## src/rtl/ace_rle_loader_if.sv

```systemverilog
// Download-side (hps_io ioctl) and RAM-write-side signals of the .ACE snapshot loader.
// master = hps_io / RAM consumer side, slave = ace_rle_loader.
interface ace_rle_loader_if;
    logic        ioctl_download;
    logic [7:0]  ioctl_index;
    logic        ioctl_wr;
    logic [7:0]  ioctl_dout;
    logic        ioctl_wait;
    logic [15:0] mem_addr;
    logic [7:0]  mem_data;
    logic        mem_wr;

    modport master (
        output ioctl_download, ioctl_index, ioctl_wr, ioctl_dout,
        input  ioctl_wait, mem_addr, mem_data, mem_wr
    );

    modport slave (
        input  ioctl_download, ioctl_index, ioctl_wr, ioctl_dout,
        output ioctl_wait, mem_addr, mem_data, mem_wr
    );
endinterface

```

## src/rtl/ace_rle_loader.sv

```systemverilog
// Expands an ED-escaped RLE .ACE snapshot from the ioctl download bus into Jupiter Ace RAM writes.
// Optional ACE_LOADER_STATS_EN adds byte_count / run_count statistics outputs.
module ace_rle_loader #(
    parameter logic [15:0] BASE_ADDR     = 16'h2000,
    parameter int unsigned SETTLE_CYCLES = 3000000,
    parameter int unsigned CNT_W         = 22
) (
    input  logic                   clk_sys,
    input  logic                   reset_n,
    ace_rle_loader_if.slave        bus,
    output logic                   loader_en,
    output logic                   core_reset,
    output logic                   load_err
`ifdef ACE_LOADER_STATS_EN
    ,
    output logic [15:0]            byte_count,
    output logic [7:0]             run_count
`endif
);

    typedef enum logic [2:0] {
        S_IDLE, S_LIT, S_CNT, S_VAL, S_FILL, S_SETTLE, S_DONE
    } state_t;

    localparam logic [7:0]       ESC_BYTE    = 8'hED;
    localparam logic [CNT_W-1:0] SETTLE_LAST = CNT_W'(SETTLE_CYCLES - 1);

    state_t             r_state;
    logic               r_dl_d;
    logic               r_wait;
    logic [15:0]        r_mem_addr;
    logic [7:0]         r_mem_data;
    logic               r_mem_wr;
    logic               r_loader_en;
    logic               r_core_reset;
    logic               r_load_err;
    logic [7:0]         r_run_len;
    logic [CNT_W-1:0]   r_settle;

    logic w_start;
    logic w_fall;
    logic w_take;
    logic w_violation;

    assign w_start     = bus.ioctl_download & ~r_dl_d & (bus.ioctl_index != 8'd0);
    assign w_fall      = ~bus.ioctl_download & r_dl_d;
    assign w_take      = bus.ioctl_wr & ~r_wait;
    assign w_violation = bus.ioctl_wr & r_wait;

    always_ff @(posedge clk_sys or negedge reset_n) begin
        if (!reset_n) begin
            r_state      <= S_IDLE;
            r_dl_d       <= 1'b0;
            r_wait       <= 1'b0;
            r_mem_addr   <= BASE_ADDR;
            r_mem_data   <= 8'd0;
            r_mem_wr     <= 1'b0;
            r_loader_en  <= 1'b0;
            r_core_reset <= 1'b0;
            r_load_err   <= 1'b0;
            r_run_len    <= 8'd0;
            r_settle     <= '0;
        end else begin
            r_dl_d       <= bus.ioctl_download;
            r_core_reset <= w_start;
            r_mem_wr     <= 1'b0;

            // Address advances after every write; wrapping past FFFF flags the load as bad.
            if (r_mem_wr) begin
                r_mem_addr <= r_mem_addr + 16'd1;
                if (r_mem_addr == 16'hFFFF)
                    r_load_err <= 1'b1;
            end
            if (w_violation)
                r_load_err <= 1'b1;

            if (w_start) begin
                // A new start aborts whatever was in progress.
                r_state    <= S_LIT;
                r_mem_addr <= BASE_ADDR;
                r_load_err <= 1'b0;
                r_wait     <= 1'b0;
            end else begin
                if (w_fall) begin
                    r_loader_en <= 1'b0;
                    if (r_state == S_CNT || r_state == S_VAL || r_state == S_FILL)
                        r_load_err <= 1'b1;
                end else if (w_take && r_state != S_IDLE) begin
                    r_loader_en <= 1'b1;
                end

                case (r_state)
                    S_IDLE: ;
                    S_LIT: begin
                        if (w_fall)
                            r_state <= S_IDLE;
                        else if (w_take) begin
                            if (bus.ioctl_dout == ESC_BYTE)
                                r_state <= S_CNT;
                            else begin
                                r_mem_wr   <= 1'b1;
                                r_mem_data <= bus.ioctl_dout;
                            end
                        end
                    end
                    S_CNT: begin
                        if (w_fall)
                            r_state <= S_IDLE;
                        else if (w_take) begin
                            r_run_len <= bus.ioctl_dout;
                            if (bus.ioctl_dout == 8'd0) begin
                                r_state  <= S_SETTLE;
                                r_wait   <= 1'b1;
                                r_settle <= '0;
                            end else begin
                                r_state <= S_VAL;
                            end
                        end
                    end
                    S_VAL: begin
                        // First fill write issues here so the run starts the cycle after the value byte.
                        if (w_fall)
                            r_state <= S_IDLE;
                        else if (w_take) begin
                            r_mem_wr   <= 1'b1;
                            r_mem_data <= bus.ioctl_dout;
                            r_wait     <= 1'b1;
                            r_run_len  <= r_run_len - 8'd1;
                            r_state    <= S_FILL;
                        end
                    end
                    S_FILL: begin
                        if (r_run_len != 8'd0) begin
                            r_mem_wr  <= 1'b1;
                            r_run_len <= r_run_len - 8'd1;
                        end else begin
                            r_wait  <= 1'b0;
                            r_state <= bus.ioctl_download ? S_LIT : S_IDLE;
                        end
                    end
                    S_SETTLE: begin
                        if (r_settle == SETTLE_LAST) begin
                            r_wait  <= 1'b0;
                            r_state <= bus.ioctl_download ? S_DONE : S_IDLE;
                        end else begin
                            r_settle <= r_settle + CNT_W'(1);
                        end
                    end
                    S_DONE: begin
                        if (w_fall)
                            r_state <= S_IDLE;
                    end
                    default: r_state <= S_IDLE;
                endcase
            end
        end
    end

    assign bus.ioctl_wait = r_wait;
    assign bus.mem_addr   = r_mem_addr;
    assign bus.mem_data   = r_mem_data;
    assign bus.mem_wr     = r_mem_wr;
    assign loader_en      = r_loader_en;
    assign core_reset     = r_core_reset;
    assign load_err       = r_load_err;

`ifdef ACE_LOADER_STATS_EN
    logic [15:0] r_byte_count;
    logic [7:0]  r_run_count;
    logic        w_run_begin;

    assign w_run_begin = (r_state == S_VAL) & w_take & ~w_fall;

    always_ff @(posedge clk_sys or negedge reset_n) begin
        if (!reset_n) begin
            r_byte_count <= 16'd0;
            r_run_count  <= 8'd0;
        end else if (w_start) begin
            r_byte_count <= 16'd0;
            r_run_count  <= 8'd0;
        end else begin
            if (r_mem_wr && r_byte_count != 16'hFFFF)
                r_byte_count <= r_byte_count + 16'd1;
            if (w_run_begin && r_run_count != 8'hFF)
                r_run_count <= r_run_count + 8'd1;
        end
    end

    assign byte_count = r_byte_count;
    assign run_count  = r_run_count;
`endif

endmodule

```

## src/flat_wrapper.sv

```systemverilog
// flat-port wrapper written by rule: the top's interface ports become plain ports
module ace_rle_loader_flat 
#(
    parameter logic [15:0] BASE_ADDR     = 16'h2000,
    parameter int unsigned SETTLE_CYCLES = 3000000,
    parameter int unsigned CNT_W         = 22
)
  (clk_sys, reset_n, loader_en, core_reset, load_err, bus_ioctl_download, bus_ioctl_index, bus_ioctl_wr, bus_ioctl_dout, bus_ioctl_wait, bus_mem_addr, bus_mem_data, bus_mem_wr);
  ace_rle_loader_if bus_i ();
  input  logic clk_sys;
  input  logic reset_n;
  output logic loader_en;
  output logic core_reset;
  output logic load_err;
  input wire logic [$bits(bus_i.ioctl_download)-1:0] bus_ioctl_download;
  input wire logic [$bits(bus_i.ioctl_index)-1:0] bus_ioctl_index;
  input wire logic [$bits(bus_i.ioctl_wr)-1:0] bus_ioctl_wr;
  input wire logic [$bits(bus_i.ioctl_dout)-1:0] bus_ioctl_dout;
  output wire logic [$bits(bus_i.ioctl_wait)-1:0] bus_ioctl_wait;
  output wire logic [$bits(bus_i.mem_addr)-1:0] bus_mem_addr;
  output wire logic [$bits(bus_i.mem_data)-1:0] bus_mem_data;
  output wire logic [$bits(bus_i.mem_wr)-1:0] bus_mem_wr;
  assign bus_i.ioctl_download = bus_ioctl_download;
  assign bus_i.ioctl_index = bus_ioctl_index;
  assign bus_i.ioctl_wr = bus_ioctl_wr;
  assign bus_i.ioctl_dout = bus_ioctl_dout;
  assign bus_ioctl_wait = bus_i.ioctl_wait;
  assign bus_mem_addr = bus_i.mem_addr;
  assign bus_mem_data = bus_i.mem_data;
  assign bus_mem_wr = bus_i.mem_wr;
  ace_rle_loader #(.BASE_ADDR(BASE_ADDR), .SETTLE_CYCLES(SETTLE_CYCLES), .CNT_W(CNT_W)) u_core (.clk_sys(clk_sys), .reset_n(reset_n), .bus(bus_i), .loader_en(loader_en), .core_reset(core_reset), .load_err(load_err));
endmodule
```

## config.mk

```make
export PLATFORM = sky130hd
export DESIGN_NAME = ace_rle_loader_flat
export DESIGN_NICKNAME = d
export VERILOG_FILES = /design/src/rtl/ace_rle_loader_if.sv /design/src/rtl/ace_rle_loader.sv /design/src/flat_wrapper.sv
export SDC_FILE = /design/constraint.sdc
export NUM_CORES = 1
export LEC_CHECK = 0
export ABC_AREA = 1
export BUFFER_PORTS_ARGS = -buffer_cell sky130_fd_sc_hd__buf_4
export CAP_MARGIN = 15
export CORE_MARGIN = 2
export CORE_UTILIZATION = 40
export DETAILED_ROUTE_END_ITERATION = 10
export HOLD_SLACK_MARGIN = 0.1
export PLACE_DENSITY = 0.71
export SYNTH_ARGS = -nofsm -noshare
export SYNTH_HDL_FRONTEND = slang
export SYNTH_SLANG_ARGS = --single-unit
```

## constraint.sdc

```tcl
create_clock -name clk_sys -period 1.85 [get_ports clk_sys]
set_clock_uncertainty 0.1 [all_clocks]
set_input_delay 0.2775 -clock clk_sys [delete_from_list [all_inputs] [get_ports clk_sys]]
set_output_delay 0.2775 -clock clk_sys [all_outputs]
set_load 0.02 [all_outputs]
```

=== Word-level counts from Yosys, hierarchy flattened ===
Cells that the tools add are included.

* Add/sub/neg operators: 3
* Equal/unequal tests: 32
* Muxes and demuxes: 57
* Bitwise gates (word level): 9
* Reduce and logical (&&, ||, !) cells: 20

{| class="wikitable"
|+ Operator list
! cell !! number
|-
| 22-bit 2-to-1 mux || 4
|-
| 8-bit 2-to-1 mux || 8
|-
| 22-bit case mux with 2 select lines || 1
|-
| 3-bit 2-to-1 mux || 13
|-
| 16-bit 2-to-1 mux || 2
|-
| 1-bit 2-to-1 mux || 24
|-
| 8-bit case mux with 3 select lines || 1
|-
| 22-bit by 1-bit adder with 22-bit output (second input constant) || 1
|-
| 22-bit equality test (second input constant) || 1
|-
| 3-bit case mux with 7 select lines || 1
|-
| 16-bit by 1-bit adder with 16-bit output (second input constant) || 1
|-
| 16-bit equality test (second input constant) || 1
|-
| 4-bit by 1-bit inequality test with 1-bit output (second input constant) || 4
|-
| 8-bit case mux with 2 select lines || 1
|-
| 8-bit AND reduction || 2
|-
| 8-bit nonzero test || 2
|-
| 2-bit inequality test (second input constant) || 7
|-
| 7-bit AND reduction || 2
|-
| 3-bit by 1-bit inequality test with 1-bit output (second input constant) || 4
|-
| 3-bit by 2-bit inequality test with 1-bit output (second input constant) || 4
|-
| 3-bit equality test (second input constant) || 3
|-
| 8-bit equality test (second input constant) || 1
|-
| 8-bit logical NOT || 1
|-
| 2-bit by 1-bit inequality test with 1-bit output (second input constant) || 4
|-
| other kinds (15) || 28
|}

* Register bits after elaboration: 63
* Input port bits: 20
* Output and inout bits: 29
* Logic and storage cells: 132

=== Depth between registers and ports, before layout ===
Gate-level depths: netlist of run 1.

* Depth in word-level cells: 7
* Gate-level depth with buffers: 12
* Gate-level depth less buffers: 11

=== Worst setup path after synthesis of run 1 ===
No wires, ideal clock.

* Kind: register to register
* From: register u_core.r_settle[0]
* To: register u_core.r_settle[10]
* Library setup time: 117 ps
* Arrival: 1483 ps
* Required time: 1633 ps
* Slack: 150 ps
* Cell stages (with the launch flop): 12
* Buffers on the path: 1
* Clock period less this slack: 1700 ps
* Cells stage by stage: dfrtp_1 > ha_1 > nand3_2 > nor2_1 > nand3_1 > nand2_1 > nand2_1 > nand2_4 > inv_2 > buf_6 > nand2_1 > nand2_1

* Word-level cells in the longest chain between the ends: 3
* Elaborated cells between the ends (all ways): 6
* Those cells by class: add/sub: 1; eq/ne: 2; mux: 2; reduce/logical: 1

{| class="wikitable"
|+ RTL lines
! item !! RTL line !! text
|-
| start, declared || ace_rle_loader.sv:38 || <nowiki>logic [CNT_W-1:0] r_settle;</nowiki>
|-
| start signal, assigned || ace_rle_loader.sv:146 || <nowiki>r_settle <= r_settle + CNT_W'(1);</nowiki>
|-
| 22-bit by 1-bit adder with 22-bit output / 22-bit equality test (equally long branches) || ace_rle_loader.sv:146, ace_rle_loader.sv:142 ||
|-
| 22-bit 2-to-1 mux / 2-bit inequality test (equally long branches) || - ||
|-
| 22-bit case mux with 2 select lines / 6-bit AND reduction (equally long branches) || - ||
|}

Parallel ways exist; a longest one is shown, timed or not. The select of a mux whose other input is x is not followed.
A chain may end at the register's enable or synchronous reset.

=== Worst setup path in the final report of run 1 ===
* From: register u_core.r_state[1]
* To: register u_core.r_run_len[2]

* Word-level cells in the longest chain between the ends: 3
* Elaborated cells between the ends (all ways): 11
* Those cells by class: eq/ne: 8; mux: 1; reduce/logical: 2

{| class="wikitable"
|+ RTL lines
! item !! RTL line !! text
|-
| start, declared || ace_rle_loader.sv:28 || <nowiki>state_t r_state;</nowiki>
|-
| start signal, assigned || ace_rle_loader.sv:138 || <nowiki>r_state <= bus.ioctl_download ? S_LIT : S_IDLE;</nowiki>
|-
| start signal, assigned || ace_rle_loader.sv:144 || <nowiki>r_state <= bus.ioctl_download ? S_DONE : S_IDLE;</nowiki>
|-
| 3-bit by 2-bit equality test with 1-bit output / 3-bit equality test (equally long branches) || ace_rle_loader.sv:92 || <nowiki>case (r_state)</nowiki>
|-
| 2-bit inequality test (no line), or another cell as far along || - ||
|-
| 7-bit AND reduction (no line) || - ||
|-
| end signal, assigned || ace_rle_loader.sv:110 || <nowiki>r_run_len <= bus.ioctl_dout;</nowiki>
|-
| end signal, assigned || ace_rle_loader.sv:128 || <nowiki>r_run_len <= r_run_len - 8'd1;</nowiki>
|-
| end signal, assigned || ace_rle_loader.sv:135 || <nowiki>r_run_len <= r_run_len - 8'd1;</nowiki>
|-
| end, declared || ace_rle_loader.sv:37 || <nowiki>logic [7:0] r_run_len;</nowiki>
|}

Parallel ways exist; a longest one is shown, timed or not.

==> results of run 1 <==
worst max-delay path: cells and delay by family (launching register included):
family / cells / cell delay (ns)
flops: 1 / 0.43
buf+inv: 3 / 0.42
compound gates: 1 / 0.09
simple gates: 5 / 0.54
area by class of cell:
| cell class | instances | area share [%] |
|---|---|---|
| flip-flops and latches | 63 | 33.2 |
| clock inverters | 7 | 2.53 |
| repair buffers | 75 | 12.7 |
| clock buffers | 9 | 2.61 |
| inverters | 62 | 4.90 |
| multi-input cells | 416 | 40.6 |
| well taps | 129 | 3.40 |
power breakdown:
group | switching (mW) | total, mW | internal, mW
Combinational | 1.03 | 1.72 | 0.692
Sequential | 0.200 | 1.83 | 1.63
Clock | 0.592 | 1.49 | 0.900
Total | 1.82 | 5.04 | 3.22
repair_timing:
action                     4_1_cts  5_1_grt
resized for setup                0        4
hold buffers                     2        0
hold endpoints to repair        50        0
buffers inserted                 0        5
setup endpoints to repair        0        8
cell families (layout without fill, tap and decap cells):
logic type,count (synthesis),count (layout),synth area share [%]
DFF,63,63,41.3
AOI/OAI and AO/OA,66,66,9.11
buffers and inverters,73,153,8.29
adders and majority gates,4,4,1.31
and+or+nand+nor,329,329,36.1
xor gates and xnor gates,17,17,3.90
cells in the final DEF (no fill, tap or decap):
| master | instances |
|---|---|
| xnor2_1 | 4 |
| nor2_4 | 2 |
| dfstp_2 | 1 |
| clkinv_2 | 1 |
| xor2_1 | 13 |
| a31oi_1 | 2 |
| o211ai_1 | 3 |
| buf_4 | 70 |
| ha_1 | 4 |
| nand2_2 | 1 |
| inv_1 | 57 |
| or2_2 | 1 |
| dfrtp_2 | 1 |
| o21ai_0 | 33 |
| buf_12 | 3 |
| and3_1 | 1 |
| nand3_2 | 1 |
| nor3_4 | 1 |
| nor2_2 | 5 |
| nor4_1 | 1 |
| nand2_4 | 1 |
| clkinvlp_4 | 1 |
| inv_6 | 1 |
| clkbuf_8 | 9 |
| a21oi_1 | 15 |
| nand3b_1 | 1 |
| nor2_1 | 82 |
| nor3_1 | 13 |
| dlygate4sd3_1 | 2 |
| clkinv_4 | 1 |
| inv_2 | 5 |
| o21ai_1 | 11 |
| dfrtp_1 | 61 |
| nand2_1 | 178 |
| a221oi_1 | 1 |
| o21ai_2 | 1 |
| nand3_1 | 30 |
| bufinv_16 | 3 |
| nand4_1 | 11 |
stage by stage:
stage	utilization [%]	area (um2)	total power, mW
global placement	48.1	4450	3.48
finish	51.4	4750	5.04
CTS	51.0	4710	5.03
detailed placement	48.1	4450	3.52
floorplan	-	3820	2.92
global route	51.4	4750	5.39
sequential cells by signal, indices dropped and copies added (netlist names):
signal and flops:
u_core.bus.ioctl_wait 1, u_core.bus.mem_data 8, u_core.r_dl_d 1, u_core.core_reset 1, u_core.r_state 3, u_core.load_err 1
u_core.bus.mem_addr 16, u_core.bus.mem_wr 1, u_core.r_settle 22, u_core.r_run_len 8, u_core.loader_en 1
final timing paths:
check / slack [ns] / cells after the start / startpoint / to
worst max-delay path: 0.12 / 9 / u_core.r_state[1] / u_core.r_run_len[2]
worst min-delay path: 0.12 / 3 / bus_ioctl_dout[5] / u_core.bus.mem_data[5]
worst max register to register: 0.12 / 9 / u_core.r_state[1] / u_core.r_run_len[2]
worst min register to register: 0.39 / 2 / u_core.bus.mem_data[6] / u_core.bus.mem_data[6]
max in group asynchronous: 0.82 / 3 / reset_n / u_core.bus.mem_addr[13]
min in group asynchronous: 0.29 / 2 / reset_n / u_core.bus.mem_data[1]
routing by layer:
layer	track usage (%)	vias up	share of wire [%]
li1	-	1902	-
met1	25.8	1715	47
met2	30.2	91	47
met3	3.45	7	4.8
met4	5.30	0	0.83
met5	0	-	0
==> reports/metrics.yaml, run 1 <==
cp-end-kind: "flip-flop"
finalNonFillerCells: 761
initial_core_util_pct: 41.3
core_area_um2: 9240
max-vdd-ir-drop_mv: 0.619
numCtsBuffers: 9
whs_ns: 0.124
synth-async-reset-ratio_pct: 100
synthTopCellsByCount: "178 x nand2_1, 84 x nor2_1, 62 x dfrtp_1, 58 x inv_1, 33 x o21ai_0"
drv_slew: 0
fmax_mhz: 579
power_leakage_nw: 2.31
synth.yosys.seq_area_share_pct: 41.3
synth-main-ff-cell: "dfrtp_1"
final-setup-viol-count: 0
antenna_found_initial: 0
drt-total-wl_um: 9020
port_buffers: 48
dp.cells: 738
drtIter0Drc: 228
crit_top_cell: "buf_4"
slowest_stage: "dfrtp_1"
critical_path.max_stage_delay_ns: 0.43
drv_cap: 0
wl_per_cell_um: 11.8
track_usage_pct: 18.7
dp_slack_ns: 0.100
clk_pin_slew_ns: 0.08
hold_viol: 0
syn_area_um2: 3820
arrival_ns: 1.85
fp-row-count: 35
drive_above_1_share_pct: 17.2
clock-sinks: 63
setup_tns_ns: 0
ys_warn_count: 0
grt_pass1_wl_um: 15700
clk_latency_ns: 0.35
ios: 49
multi_input_area_um2: 1930
routed-via-count: 3715
cp_cell_sequence: "nor2_1 -> nand2_1 -> buf_4 -> nor2_1 -> nor3_4 -> buf_4 -> buf_4 -> nand2_1 -> o21ai_0"
hp-class: "in2reg"
fp.dieW_um: 102
firstDrtPassIters: 5
timing.final.ws_setup_ns: 0.123
synth_top_cell_area_share_pct: 40.6
yosysMostFrequentCell: "nand2_1"
synth_cell_types: 33
fp.dieArea_um2: 10300
n_fill_cell: 897
syn_area_per_cell_um2: 6.92
avgViaCountPerCell: 4.88
yosys.area.top_type: "dfrtp_1"
syn_to_final_growth_pct: 24.4
critPathKind: "reg2reg"
synth.area.top_cells: "dfrtp_1 41%, nand2_1 17%, nor2_1 8.3%, inv_1 5.7%, o21ai_0 4.3%"
final_nets: 651
netlist_instances: 552
final.min_clock_period_ns: 1.73
postRouteAntennaNets: 0
diodes: 0
gr-total-overflow: 0
grt_max_degree: 28
tightest_slew_ns: 0.471
power.density_nw_per_um2: 1060
cts_root_buf: "clkbuf_8"
startpoint_type: "flip-flop"
finalCritPeriodShare_pct: 93.3
clockBufferDepth: 2
cts_tree: "yes"
synth_edf_count: 0
h-tree-depth: 3
gp_congestion: 1.01
drc: 0
syn_nets: 576
die_y_um: 102
layout.area.seq_um2: 1580
synth_seq_cells: 63
status: "complete, no violations"
critPathRequiredTime_ns: 1.97
dpl.hpwl_um: 6770
first_global_vias: 3479
slew_headroom_pct: 68.3
worstPathMaxFanout: 5
(Power assumes the default switching activity.)
==> inputs of run 2 (changes only) <==
--- a/config.mk
+++ b/config.mk
@@ -8,10 +8,12 @@
 export ABC_AREA = 1
 export BUFFER_PORTS_ARGS = -buffer_cell sky130_fd_sc_hd__buf_4
 export CAP_MARGIN = 15
+export CORE_ASPECT_RATIO = 0.5
 export CORE_MARGIN = 2
 export CORE_UTILIZATION = 40
 export DETAILED_ROUTE_END_ITERATION = 10
 export HOLD_SLACK_MARGIN = 0.1
+export MAX_ROUTING_LAYER = met4
 export PLACE_DENSITY = 0.71
 export SYNTH_ARGS = -nofsm -noshare
 export SYNTH_HDL_FRONTEND = slang
==> run 2 against run 1 <==
Maximum frequency is 0.20% lower. Count of clock-buffer cells in the layout is 5 higher. Via count is 0.94% lower. Die area is 0.46% higher. Critical path depth is 1 lower. Worst hold slack better by 0.021 ns. Wire length is 4.2% higher. Combinational power hardly changed. Cell area hardly changed.
==> reports/metrics.yaml, run 2 (synthesis gave the netlist of run 1 again) <==
diodes: 0  # unchanged
firstDrtPassIters: 5  # unchanged
gr-total-overflow: 0  # unchanged
dpl.hpwl_um: 6940  # was 6770 um
drc: 0  # unchanged
wl_per_cell_um: 12.5  # was 11.8 um
drt-total-wl_um: 9400  # was 9020 um
drv_slew: 0  # unchanged
fp.dieArea_um2: 10400  # was 10300 um2
fmax_mhz: 578  # was 579 MHz
port_buffers: 48  # unchanged
drtIter0Drc: 237  # was 228
first_global_vias: 3427  # was 3479
drv_cap: 0  # unchanged
p_int_mw: 3.24  # was 3.22 mW
tightest_slew_ns: 0.498  # was 0.471 ns
grt_max_degree: 36  # was 28
status: "complete, no violations"  # unchanged
power_leakage_nw: 2.31  # about the same
utilization_pct: 50.9  # was 51.4%
power.switching_fraction_pct: 36.1  # about the same
syn_to_final_growth_pct: 24.5  # was 24.4%
clk_pin_slew_ns: 0.05  # was 0.08 ns
max-vdd-ir-drop_mv: 0.472  # was 0.619 mV
avgViaCountPerCell: 4.90  # was 4.88
ios: 49  # unchanged
fp-row-count: 25  # was 35
cp-end-kind: "flip-flop"  # unchanged
power.switching_mw: 1.83  # was 1.82 mW
largest_reg_flops: 22  # unchanged
final_common_cell: "nand2_1"  # unchanged
routed-via-count: 3680  # was 3715
clock-sinks: 63  # unchanged
final_nets: 649  # was 651
critPathKind: "reg2reg"  # unchanged
cts_root_buf: "clkbuf_16"  # was clkbuf_8
final-setup-viol-count: 0  # unchanged
grt_pass1_wl_um: 16000  # was 15700 um
pwr-share-clk_pct: 29.8  # was 29.6%
postRouteAntennaNets: 0  # unchanged
antenna_found_initial: 0  # unchanged
hp-class: "in2reg"  # unchanged
final.min_clock_period_ns: 1.73  # about the same
final_cell_mix: "176 x nand2_1, 83 x nor2_1, 68 x buf_4"  # was 178 x nand2_1, 82 x nor2_1, 70 x buf_4
gp_congestion: 1.03  # was 1.01
arrival_ns: 1.90  # was 1.85 ns
h-tree-depth: 3  # unchanged
numCtsBuffers: 9  # unchanged
rsz0062_at_grt: "no"
fp.dieW_um: 142  # was 102 um
pwr-share-comb_pct: 33.9  # was 34.1%
critPathRequiredTime_ns: 2.02  # was 1.97 ns
die_y_um: 73.1  # was 102 um
startpoint_type: "flip-flop"  # unchanged
hold_viol: 0  # unchanged
clockBufferDepth: 2  # unchanged
clk_latency_ns: 0.33  # was 0.35 ns
p_seq_share_pct: 36.2  # was 36.3%
drive_above_1_share_pct: 17.1  # was 17.2%
setup_tns_ns: 0  # unchanged
cts_tree: "yes"  # unchanged
finalCritPeriodShare_pct: 93.5  # was 93.3%
initial_core_util_pct: 40.8  # was 41.3%
worstPathMaxFanout: 7  # was 5
regMostFlops: "u_core.r_settle"  # unchanged
track_usage_pct: 20.1  # was 18.7%
core_area_um2: 9350  # was 9240 um2
slew_headroom_pct: 66.5  # was 68.3%
n_fill_cell: 927  # was 897
power.density_nw_per_um2: 1070  # was 1060 nW/um2
run 2: cell types whose count changed in the layout (fill, tap and decap cells not counted), sizes merged:
cell	previous run	this run
clkbuf	9	14
inv	63	62
clkinvlp	1	0
buf	73	71
bufinv	3	0
run 2: worst paths after layout:
check,startpoint,cells past startpoint,end,slack (ns)
max,u_core.bus.ioctl_wait,8,u_core.r_run_len[7],0.12
min,bus_ioctl_dout[1],3,u_core.bus.mem_data[1],0.15
max reg2reg,u_core.bus.ioctl_wait,8,u_core.r_run_len[7],0.12
min reg2reg,u_core.r_run_len[1],2,u_core.r_run_len[1],0.38
max in group asynchronous,reset_n,3,u_core.bus.mem_addr[13],0.74
min in group asynchronous,reset_n,2,u_core.r_settle[16],0.33
run 2: power by group through the flow:
stage                     sequential, mW  clock (mW)  combinational [mW]
after global placement              1.85           0                1.66
after global routing                1.87        1.61                1.93
after detailed placement            1.85           0                1.68
final                               1.84        1.52                1.72
after floorplan                     1.99           0               0.931
after CTS                           1.83        1.54                1.69
run 2: repair_timing:
item,in CTS,in global routing
setup buffers,0,4
resized for setup,0,11
setup endpoints to repair,0,30
hold buffers,2,0
endpoints found under the hold margin,29,0
run 2: per-stage QoR:
step	setup slack [ns]	power (mW)	cell area [um2]	hold slack, ns	cells
after floorplan	0.150	2.92	3820	-0.118	552
after global placement	0.0762	3.51	4420	0.138	729
after detailed placement	0.0919	3.53	4420	0.132	729
after CTS	0.0825	5.07	4700	0.129	747
after global routing	0.00158	5.40	4760	0.148	751
final	0.120	5.08	4760	0.145	751
run 2: layout make-up:
class / instances / area [um2] / area share, %
multi-input cells: 416 / 1950 / 41.0
clock inverters: 2 / 10.0 / 0.210
flip-flops and latches: 63 / 1580 / 33.2
well taps: 121 / 151 / 3.18
inverters: 62 / 233 / 4.89
clock buffers: 14 / 254 / 5.34
repair buffers: 73 / 582 / 12.2
run 2: worst max-delay path, cell delays in order (launching register included):
cell and delay (ns):
dfrtp_1 0.41, nor2_2 0.14, nand2_1 0.11, nand2_1 0.13, nand2_2 0.12, nor3_4 0.34, buf_6 0.17, nand3_1 0.08
nand2_1 0.07
run 2: layer usage:
metal  track usage, %  up-vias  routed length [um]
li1                 -     1901                   -
met1             26.4     1677                4620
met2             31.0       88                4240
met3             5.12       14                 401
met4             6.33        0                 139
met5                -        -                   0
